### src/rtl/ex_bus_bridge.sv
// Execute-stage to system-bus bridge: registers a single-cycle core request into a
// valid/ready bus transfer, stalls the core while it is outstanding, aborts on timeout.
module ex_bus_bridge #(
  parameter int ADDR_W  = 32,
  parameter int DATA_W  = 32,
  parameter int TIMEOUT = 255
) (
  input  logic              clk,
  input  logic              rst,
  input  logic [ADDR_W-1:0] ex_addr_i,
  input  logic [DATA_W-1:0] ex_data_i,
  input  logic              ex_req_i,
  input  logic              ex_we_i,
  output logic [DATA_W-1:0] ex_data_o,
  output logic              hold_flag_o,
  output logic [ADDR_W-1:0] m_addr_o,
  output logic [DATA_W-1:0] m_data_o,
  output logic              m_we_o,
  output logic              m_valid_o,
  input  logic              m_ready_i,
  input  logic [DATA_W-1:0] m_data_i,
  input  logic              err_clr_i,
  output logic              err_o,
  output logic [ADDR_W-1:0] err_addr_o
);

  localparam logic [1:0]  ST_IDLE = 2'd0;
  localparam logic [1:0]  ST_REQ  = 2'd1;
  localparam logic [1:0]  ST_DONE = 2'd2;
  localparam logic [15:0] WAIT_TC = 16'(TIMEOUT - 1);

  // Bus handshake: m_valid_o is high for every REQ cycle; a transfer completes in the
  // cycle where m_valid_o and m_ready_i are both high, read data sampled in that cycle.

  logic [1:0]        state_q, state_d;
  logic [15:0]       wait_cnt_q, wait_cnt_d;
  logic [ADDR_W-1:0] m_addr_q, m_addr_d;
  logic [DATA_W-1:0] m_data_q, m_data_d;
  logic              m_we_q, m_we_d;
  logic [DATA_W-1:0] ex_data_q, ex_data_d;
  logic              err_q, err_d;
  logic [ADDR_W-1:0] err_addr_q, err_addr_d;
  logic              timeout;

  // Ready on the terminal count completes normally, so it masks the timeout.
  assign timeout = (state_q == ST_REQ) && !m_ready_i && (wait_cnt_q == WAIT_TC);

  always_comb begin
    state_d    = state_q;
    wait_cnt_d = wait_cnt_q;
    m_addr_d   = m_addr_q;
    m_data_d   = m_data_q;
    m_we_d     = m_we_q;
    ex_data_d  = ex_data_q;
    err_d      = err_q;
    err_addr_d = err_addr_q;

    if (err_clr_i) err_d = 1'b0;

    case (state_q)
      ST_IDLE: begin
        if (ex_req_i) begin
          m_addr_d   = ex_addr_i;
          m_data_d   = ex_data_i;
          m_we_d     = ex_we_i;
          wait_cnt_d = '0;
          state_d    = ST_REQ;
        end
      end
      ST_REQ: begin
        if (m_ready_i) begin
          if (!m_we_q) ex_data_d = m_data_i;
          state_d = ST_DONE;
        end else if (timeout) begin
          err_d      = 1'b1;
          err_addr_d = m_addr_q;
          if (!m_we_q) ex_data_d = '0;
          state_d    = ST_DONE;
        end else begin
          wait_cnt_d = wait_cnt_q + 16'd1;
        end
      end
      // The request still visible here belongs to the access just completed.
      ST_DONE: state_d = ST_IDLE;
      default: state_d = ST_IDLE;
    endcase
  end

  always_ff @(posedge clk) begin
    if (rst) begin
      state_q    <= ST_IDLE;
      wait_cnt_q <= '0;
      m_addr_q   <= '0;
      m_data_q   <= '0;
      m_we_q     <= 1'b0;
      ex_data_q  <= '0;
      err_q      <= 1'b0;
      err_addr_q <= '0;
    end else begin
      state_q    <= state_d;
      wait_cnt_q <= wait_cnt_d;
      m_addr_q   <= m_addr_d;
      m_data_q   <= m_data_d;
      m_we_q     <= m_we_d;
      ex_data_q  <= ex_data_d;
      err_q      <= err_d;
      err_addr_q <= err_addr_d;
    end
  end

  assign hold_flag_o = ((state_q == ST_IDLE) && ex_req_i) || (state_q == ST_REQ);
  assign m_valid_o   = (state_q == ST_REQ);
  assign m_addr_o    = m_addr_q;
  assign m_data_o    = m_data_q;
  assign m_we_o      = m_we_q;
  assign ex_data_o   = ex_data_q;
  assign err_o       = err_q;
  assign err_addr_o  = err_addr_q;

endmodule

### config.mk
export PLATFORM = sky130hd
export DESIGN_NAME = ex_bus_bridge
export DESIGN_NICKNAME = d
export VERILOG_FILES = /design/src/rtl/ex_bus_bridge.sv
export SDC_FILE = /design/constraint.sdc
export NUM_CORES = 1
export LEC_CHECK = 0
export CAP_MARGIN = 0
export CORE_ASPECT_RATIO = 0.6
export CORE_MARGIN = 2
export CORE_UTILIZATION = 41
export DETAILED_ROUTE_END_ITERATION = 8
export GPL_TIMING_DRIVEN = 0
export HOLD_SLACK_MARGIN = 0.12
export PLACE_DENSITY = 0.78
export SLEW_MARGIN = 15
export SYNTH_ARGS = -nofsm -noshare
export SYNTH_HDL_FRONTEND = slang
export SYNTH_SLANG_ARGS = --single-unit
### constraint.sdc
create_clock -name clk -period 2.25 [get_ports clk]
set_input_delay 0.45 -clock clk [delete_from_list [all_inputs] [get_ports clk]]
set_output_delay 0.45 -clock clk [all_outputs]
set_load 0.02 [all_outputs]
# Yosys cells after proc, flatten, opt, wreduce, memory -nomap -nowiden
# Index checks and enable logic that the tools add are counted.
[classes]
mul = 0
div_mod_pow = 0
n_bitwise = 2
n_addsub = 1
n_eq_ne = 6
mux = 16
magnitude_cmp = 0
n_shift = 0
reduce_logical = 13
[ops]
columns = ["op", "count"]
rows = [
  ["32-bit 2-to-1 mux", 4],
  ["16-bit 2-to-1 mux", 3],
  ["16-bit one-hot mux with 2 select lines", 1],
  ["16-bit by 1-bit adder with 16-bit output (second input constant)", 1],
  ["16-bit by 8-bit equality test with 1-bit output (second input constant)", 1],
  ["2-bit 2-to-1 mux", 3],
  ["2-bit inequality test (second input constant)", 3],
  ["3-bit AND reduction", 2],
  ["1-bit 2-to-1 mux", 4],
  ["2-bit one-hot mux with 2 select lines", 1],
  ["2-bit AND reduction", 2],
  ["4-bit AND reduction", 1],
  ["2-bit nonzero test", 2],
  ["1-bit logical AND", 3],
  ["3-bit by 1-bit inequality test with 1-bit output (second input constant)", 1],
  ["2-bit by 1-bit equality test with 1-bit output (second input constant)", 1],
  ["2-bit logical NOT", 1],
  ["1-bit inverter", 2],
  ["1-bit logical NOT", 1],
  ["1-bit logical OR", 1],
]
[word_totals]
n_memories = 0
regBits = 148
mem_bits_rw = 0
mem_bits_ro = 0
output_inout_bits = 132
latchBits = 0
input_bits = 102

# Logic depth before layout (Yosys ltp)
[depth]
word_depth = 6
ltp_mapped = 8
mapped_depth_nobuf = 7

# Least setup slack after synthesis
# No wires, ideal clock.
[synth_timing]
kind = "flip-flop to flip-flop"
start = "register wait_cnt_q[10]"
end = "register err_addr_q[10], in the netlist err_addr_o[10]"
setup_ns = 0.071
stages_incl_launch_ff = 7
arrival_ns = 1.958
required_ns = 2.179
path_buffers = 1
path_slack_ns = 0.221
period_less_slack_ns = 2.029
cell_sequence = "dfxtp_1 > or4_4 > or4_4 > nor2_8 > buf_8 > nand2_2 > a21oi_2"
[synth_between]
elab_chain_cells = 3
[synth_lines]
columns = ["item", "line_no", "rtl"]
rows = [
  ["start: declaration", "36", "logic [15:0] wait_cnt_q, wait_cnt_d;"],
  ["start signal: assignment", "101", "wait_cnt_q <= wait_cnt_d;"],
  ["16-bit by 8-bit equality test with 1-bit output", "46", "assign timeout = (state_q == ST_REQ) && !m_ready_i && (wait_cnt_q == WAIT_TC);"],
  ["1-bit logical AND", "46", ""],
  ["3-bit AND reduction (no line)", "--", ""],
  ["end signal: assignment", "107", "err_addr_q <= err_addr_d;"],
  ["end: declaration", "42", "logic [ADDR_W-1:0] err_addr_q, err_addr_d;"],
]
# No other way between the ends.
# A chain may end at the register's enable or synchronous reset.

# Worst setup path in the final report
[layout_timing]
start = "register wait_cnt_q[10]"
end = "register err_addr_q[26], in the netlist err_addr_o[26]"
# The elaborated chain is that of the path after synthesis.

==> flow_results.xml <==
<?xml version="1.0" encoding="UTF-8"?>
<metrics>
  <group name="setup_path">
    <metric name="worstPathArrival" unit="ns">2.51</metric>
    <metric name="worst_r2r_startpoint" unit="">wait_cnt_q[10]$_SDFFE_PP0P_</metric>
    <metric name="cp.required" unit="ns">2.60</metric>
    <metric name="ff2ff_setup_slack" unit="ns">0.09</metric>
    <metric name="timing.critical_path.to_type" unit="">flip-flop</metric>
    <metric name="reg_to_reg_end" unit="">err_addr_o[26]$_SDFFE_PP0P_</metric>
    <metric name="critical_path.startpoint_type" unit="">flip-flop</metric>
    <metric name="crit_fanout" unit="">10</metric>
    <metric name="criticalPathCategory" unit="">flip-flop to flip-flop</metric>
    <metric name="r2r_cells" unit="">6</metric>
  </group>
  <group name="power">
    <metric name="power.density_cell_area" unit="nW/um^2">739</metric>
    <metric name="power" unit="mW">6.42</metric>
    <metric name="cellLeakagePower" unit="nW">3.09</metric>
    <metric name="ir_worst_vdd" unit="V">0.000561</metric>
  </group>
  <group name="final_layout">
    <metric name="area_growth" unit="%">57.8</metric>
    <metric name="num_antenna_cells" unit="">0</metric>
    <metric name="most_common_library_cell_in_the_layout_ignoring_fill_and_taps" unit="">sky130_fd_sc_hd__clkdlybuf4s50_1</metric>
    <metric name="drive_above_1_share" unit="">0.101</metric>
    <metric name="num-nets-final" unit="">1015</metric>
    <metric name="layout_common_cells" unit="">sky130_fd_sc_hd__clkdlybuf4s50_1, sky130_fd_sc_hd__nand2_1, sky130_fd_sc_hd__dfxtp_1</metric>
    <metric name="final_cell_count_no_fill" unit="">1094</metric>
    <metric name="postLayoutCellArea" unit="sq um">8680</metric>
    <metric name="final_core_area_utilization" unit="">0.669</metric>
  </group>
  <group name="floorplan">
    <metric name="core_area" unit="sq um">13000</metric>
    <metric name="die_height" unit="um">93.7</metric>
    <metric name="area_of_the_die" unit="sq um">14400</metric>
    <metric name="rows" unit="">32</metric>
    <metric name="floorplan.initialDensity" unit="">0.424</metric>
    <metric name="ioPinCount" unit="">234</metric>
    <metric name="die_w" unit="um">154</metric>
  </group>
  <group name="sta">
    <metric name="period_needed" unit="ns">2.16</metric>
    <metric name="tightestPinTransition" unit="ns">0.728</metric>
    <metric name="rsz0062_at_grt" unit="">true</metric>
    <metric name="final_hold_violations" unit="">0</metric>
    <metric name="final.setup_skew" unit="ns">0.0109</metric>
    <metric name="highest_clock_frequency_the_design_can_meet" unit="GHz">0.462</metric>
    <metric name="timing.max_slew.rel_slack" unit="">0.515</metric>
    <metric name="worst_hold_slack" unit="ns">0.453</metric>
    <metric name="finalSetupViolCount" unit="">0</metric>
    <metric name="slew_violations" unit="">0</metric>
    <metric name="setup_tns" unit="ns">0</metric>
    <metric name="postLayoutSetupSlackWorst" unit="ns">0.0852</metric>
    <metric name="timing.final.crit_share" unit="">0.962</metric>
  </group>
  <group name="detailed_routing">
    <metric name="wirelength_per_cell" unit="um">15.6</metric>
    <metric name="drtAntennaViolNets" unit="">0</metric>
    <metric name="drt_pass1_iterations" unit="">4</metric>
    <metric name="routed_via_density" unit="">5.04</metric>
    <metric name="totalWireLength" unit="um">17100</metric>
    <metric name="dr_total_vias" unit="">5513</metric>
    <metric name="drt_iter0_markers" unit="">257</metric>
    <metric name="drc" unit="">0</metric>
  </group>
  <group name="placed_design">
    <metric name="routabilityCongestion" unit="">0.934</metric>
    <metric name="place.port_buffers" unit="">233</metric>
    <metric name="postPlaceCellArea" unit="sq um">8050</metric>
    <metric name="placed_cells" unit="">1062</metric>
    <metric name="dp_worst_setup_slack" unit="ns">-1.03</metric>
    <metric name="dpl.hpwl" unit="um">12500</metric>
  </group>
  <group name="min_path">
    <metric name="timing.hold.worst_endpoint" unit="">m_data_o[13]$_SDFFE_PP0P_</metric>
    <metric name="hold_path_startpoint" unit="">m_data_o[13]$_SDFFE_PP0P_</metric>
    <metric name="hold_path.class" unit="">flip-flop to flip-flop</metric>
    <metric name="timing.hold.worst_path_depth" unit="">2</metric>
  </group>
  <group name="global_route">
    <metric name="maximum_number_of_pins_on_one_net_before_global_route_repair" unit="">20</metric>
    <metric name="global_route.overflow_total" unit="">0</metric>
    <metric name="grt_usage" unit="">0.235</metric>
    <metric name="grt_pass1_wl" unit="um">27000</metric>
    <metric name="number_of_global_route_vias_before_repair" unit="">5244</metric>
    <metric name="grt_antenna_before_repair" unit="">0</metric>
  </group>
  <group name="synth">
    <metric name="number_of_different_library_cells_in_the_post_synthesis_netlist" unit="">40</metric>
    <metric name="netlist_area" unit="sq um">5500</metric>
    <metric name="seq_area_frac_synth" unit="">0.538</metric>
    <metric name="netlist_instances" unit="">659</metric>
    <metric name="mappedNetlistNets" unit="">763</metric>
    <metric name="postSynthRegisterBits" unit="">148</metric>
    <metric name="post_synth.cell_area_avg" unit="sq um">8.35</metric>
    <metric name="synth.yosys.warnings" unit="">0</metric>
  </group>
  <group name="clocking">
    <metric name="clk_sink_count" unit="">148</metric>
    <metric name="tritoncts" unit="">done</metric>
    <metric name="clock_root_buffer" unit="">sky130_fd_sc_hd__clkbuf_16</metric>
    <metric name="clk_path_buf_depth" unit="">2</metric>
    <metric name="ctsHoldBuffers" unit="">0</metric>
    <metric name="num_cts_buffers" unit="">17</metric>
    <metric name="clock_insertion_delay_worst_skew" unit="ns">0.41</metric>
    <metric name="cts_max_level" unit="">4</metric>
    <metric name="worst_setup_hold_path_clk_slew" unit="ns">0.07</metric>
  </group>
  <group name="status">
    <metric name="outcome" unit="">complete, no violations</metric>
  </group>
  <group name="flow_run">
    <metric name="drv_cap" unit="">0</metric>
  </group>
</metrics>
-- cells in the mapped netlist --
cell	count	area, sq um
sky130_fd_sc_hd__and2_1	3	18.8
sky130_fd_sc_hd__or3_1	4	25.0
sky130_fd_sc_hd__nor3_1	7	35.0
sky130_fd_sc_hd__dfxtp_1	148	2960
sky130_fd_sc_hd__o21a_1	1	7.51
sky130_fd_sc_hd__nor2_8	1	20.0
sky130_fd_sc_hd__o21ai_0	6	30.0
sky130_fd_sc_hd__a41o_1	1	10.0
sky130_fd_sc_hd__a41oi_1	2	17.5
sky130_fd_sc_hd__or2_2	2	12.5
sky130_fd_sc_hd__ha_1	2	25.0
sky130_fd_sc_hd__nand2_2	10	62.6
sky130_fd_sc_hd__nor4_4	1	21.3
sky130_fd_sc_hd__a21o_1	1	7.51
sky130_fd_sc_hd__buf_6	2	22.5
sky130_fd_sc_hd__nand2_1	196	736
sky130_fd_sc_hd__o21ai_1	1	5.00
sky130_fd_sc_hd__inv_1	4	15.0
sky130_fd_sc_hd__nor4_1	1	6.26
sky130_fd_sc_hd__nand2b_1	3	18.8
sky130_fd_sc_hd__buf_1	5	18.8
sky130_fd_sc_hd__a22oi_1	33	248
sky130_fd_sc_hd__nand3_1	7	35.0
sky130_fd_sc_hd__nor2_1	49	184
sky130_fd_sc_hd__xnor2_1	1	8.76
sky130_fd_sc_hd__a21oi_2	24	210
sky130_fd_sc_hd__nand4_1	3	18.8
sky130_fd_sc_hd__nand3b_1	1	7.51
sky130_fd_sc_hd__mux2i_1	1	10.0
sky130_fd_sc_hd__a21oi_4	1	16.3
sky130_fd_sc_hd__xor2_1	1	8.76
sky130_fd_sc_hd__a221oi_1	1	8.76
sky130_fd_sc_hd__clkbuf_1	39	146
sky130_fd_sc_hd__a21oi_1	86	430
sky130_fd_sc_hd__and3_1	2	12.5
sky130_fd_sc_hd__or4_4	2	22.5
sky130_fd_sc_hd__nand4b_1	2	17.5
sky130_fd_sc_hd__a31oi_1	3	18.8
sky130_fd_sc_hd__or4_1	1	7.51
sky130_fd_sc_hd__buf_8	1	15.0
-- layout make-up --
type | instances | area (sq um)
Inverter | 4 | 15.0
Clock buffer | 19 | 433
Buffer | 45 | 223
Clock inverter | 13 | 148
Multi-Input combinational cell | 460 | 2340
Timing Repair Buffer | 235 | 2350
Tap cell | 170 | 213
Sequential cell | 148 | 2960
Fill cell | 1084 | 4290
-- routing by layer --
metal | track usage | vias up | routed length, um
li1 | - | 2723 | -
met3 | 0.0927 | 11 | 1670
met5 | 0 | - | 0
met4 | 0.0505 | 0 | 86
met2 | 0.371 | 202 | 7510
met1 | 0.306 | 2577 | 7800
-- where the power goes --
| part | internal [mW] | leakage (nW) | switching [mW] |
|---|---|---|---|
| clock network | 1.65 | 0.277 | 1.14 |
| logic | 0.412 | 1.61 | 0.430 |
| registers | 2.72 | 1.20 | 0.0659 |
-- worst max-delay path, cell delays in order (launching register included) --
cell and delay, ns:
sky130_fd_sc_hd__dfxtp_1 0.36, sky130_fd_sc_hd__or4_4 0.58, sky130_fd_sc_hd__or4_4 0.60, sky130_fd_sc_hd__nor2_8 0.18, sky130_fd_sc_hd__buf_6 0.17, sky130_fd_sc_hd__nand2_1 0.10
sky130_fd_sc_hd__a21oi_2 0.11
-- flip-flops by register name, indices dropped and copies added, names as in the netlist --
| register | count |
|---|---|
| wait_cnt_q | 16 |
| m_addr_o | 32 |
| state_q | 2 |
| err_addr_o | 32 |
| ex_data_o | 32 |
| m_we_o | 1 |
| m_data_o | 32 |
| err_o | 1 |
-- cell families (layout without fill, tap and decap cells) --
family	count (synthesis)	in the layout	synth area share
simple gates	295	295	0.229
flops	148	148	0.538
compound gates	160	160	0.183
mux	1	1	0.00182
xor+xnor	2	2	0.00318
fa+ha+maj	2	2	0.00455
buf+inv	51	316	0.0396
-- how the worst max path moves through the flow --
stage	startpoint	end	cells after the start
floorplan	wait_cnt_q[10]$_SDFFE_PP0P_	err_addr_o[10]$_SDFFE_PP0P_	6
global placement	ex_req_i	hold_flag_o	6
detailed placement	ex_req_i	hold_flag_o	6
CTS	wait_cnt_q[0]$_SDFFE_PP0P_	err_addr_o[9]$_SDFFE_PP0P_	8
global route	ex_req_i	hold_flag_o	5
finish	wait_cnt_q[10]$_SDFFE_PP0P_	err_addr_o[26]$_SDFFE_PP0P_	6
-- what timing repair did --
item | CTS | global route
resized for setup | 8 | 24
setup endpoints to repair | 106 | 81
setup buffers | 1 | 1
pin swaps | 1 | 3
Power figures use the tool's default switching activity.
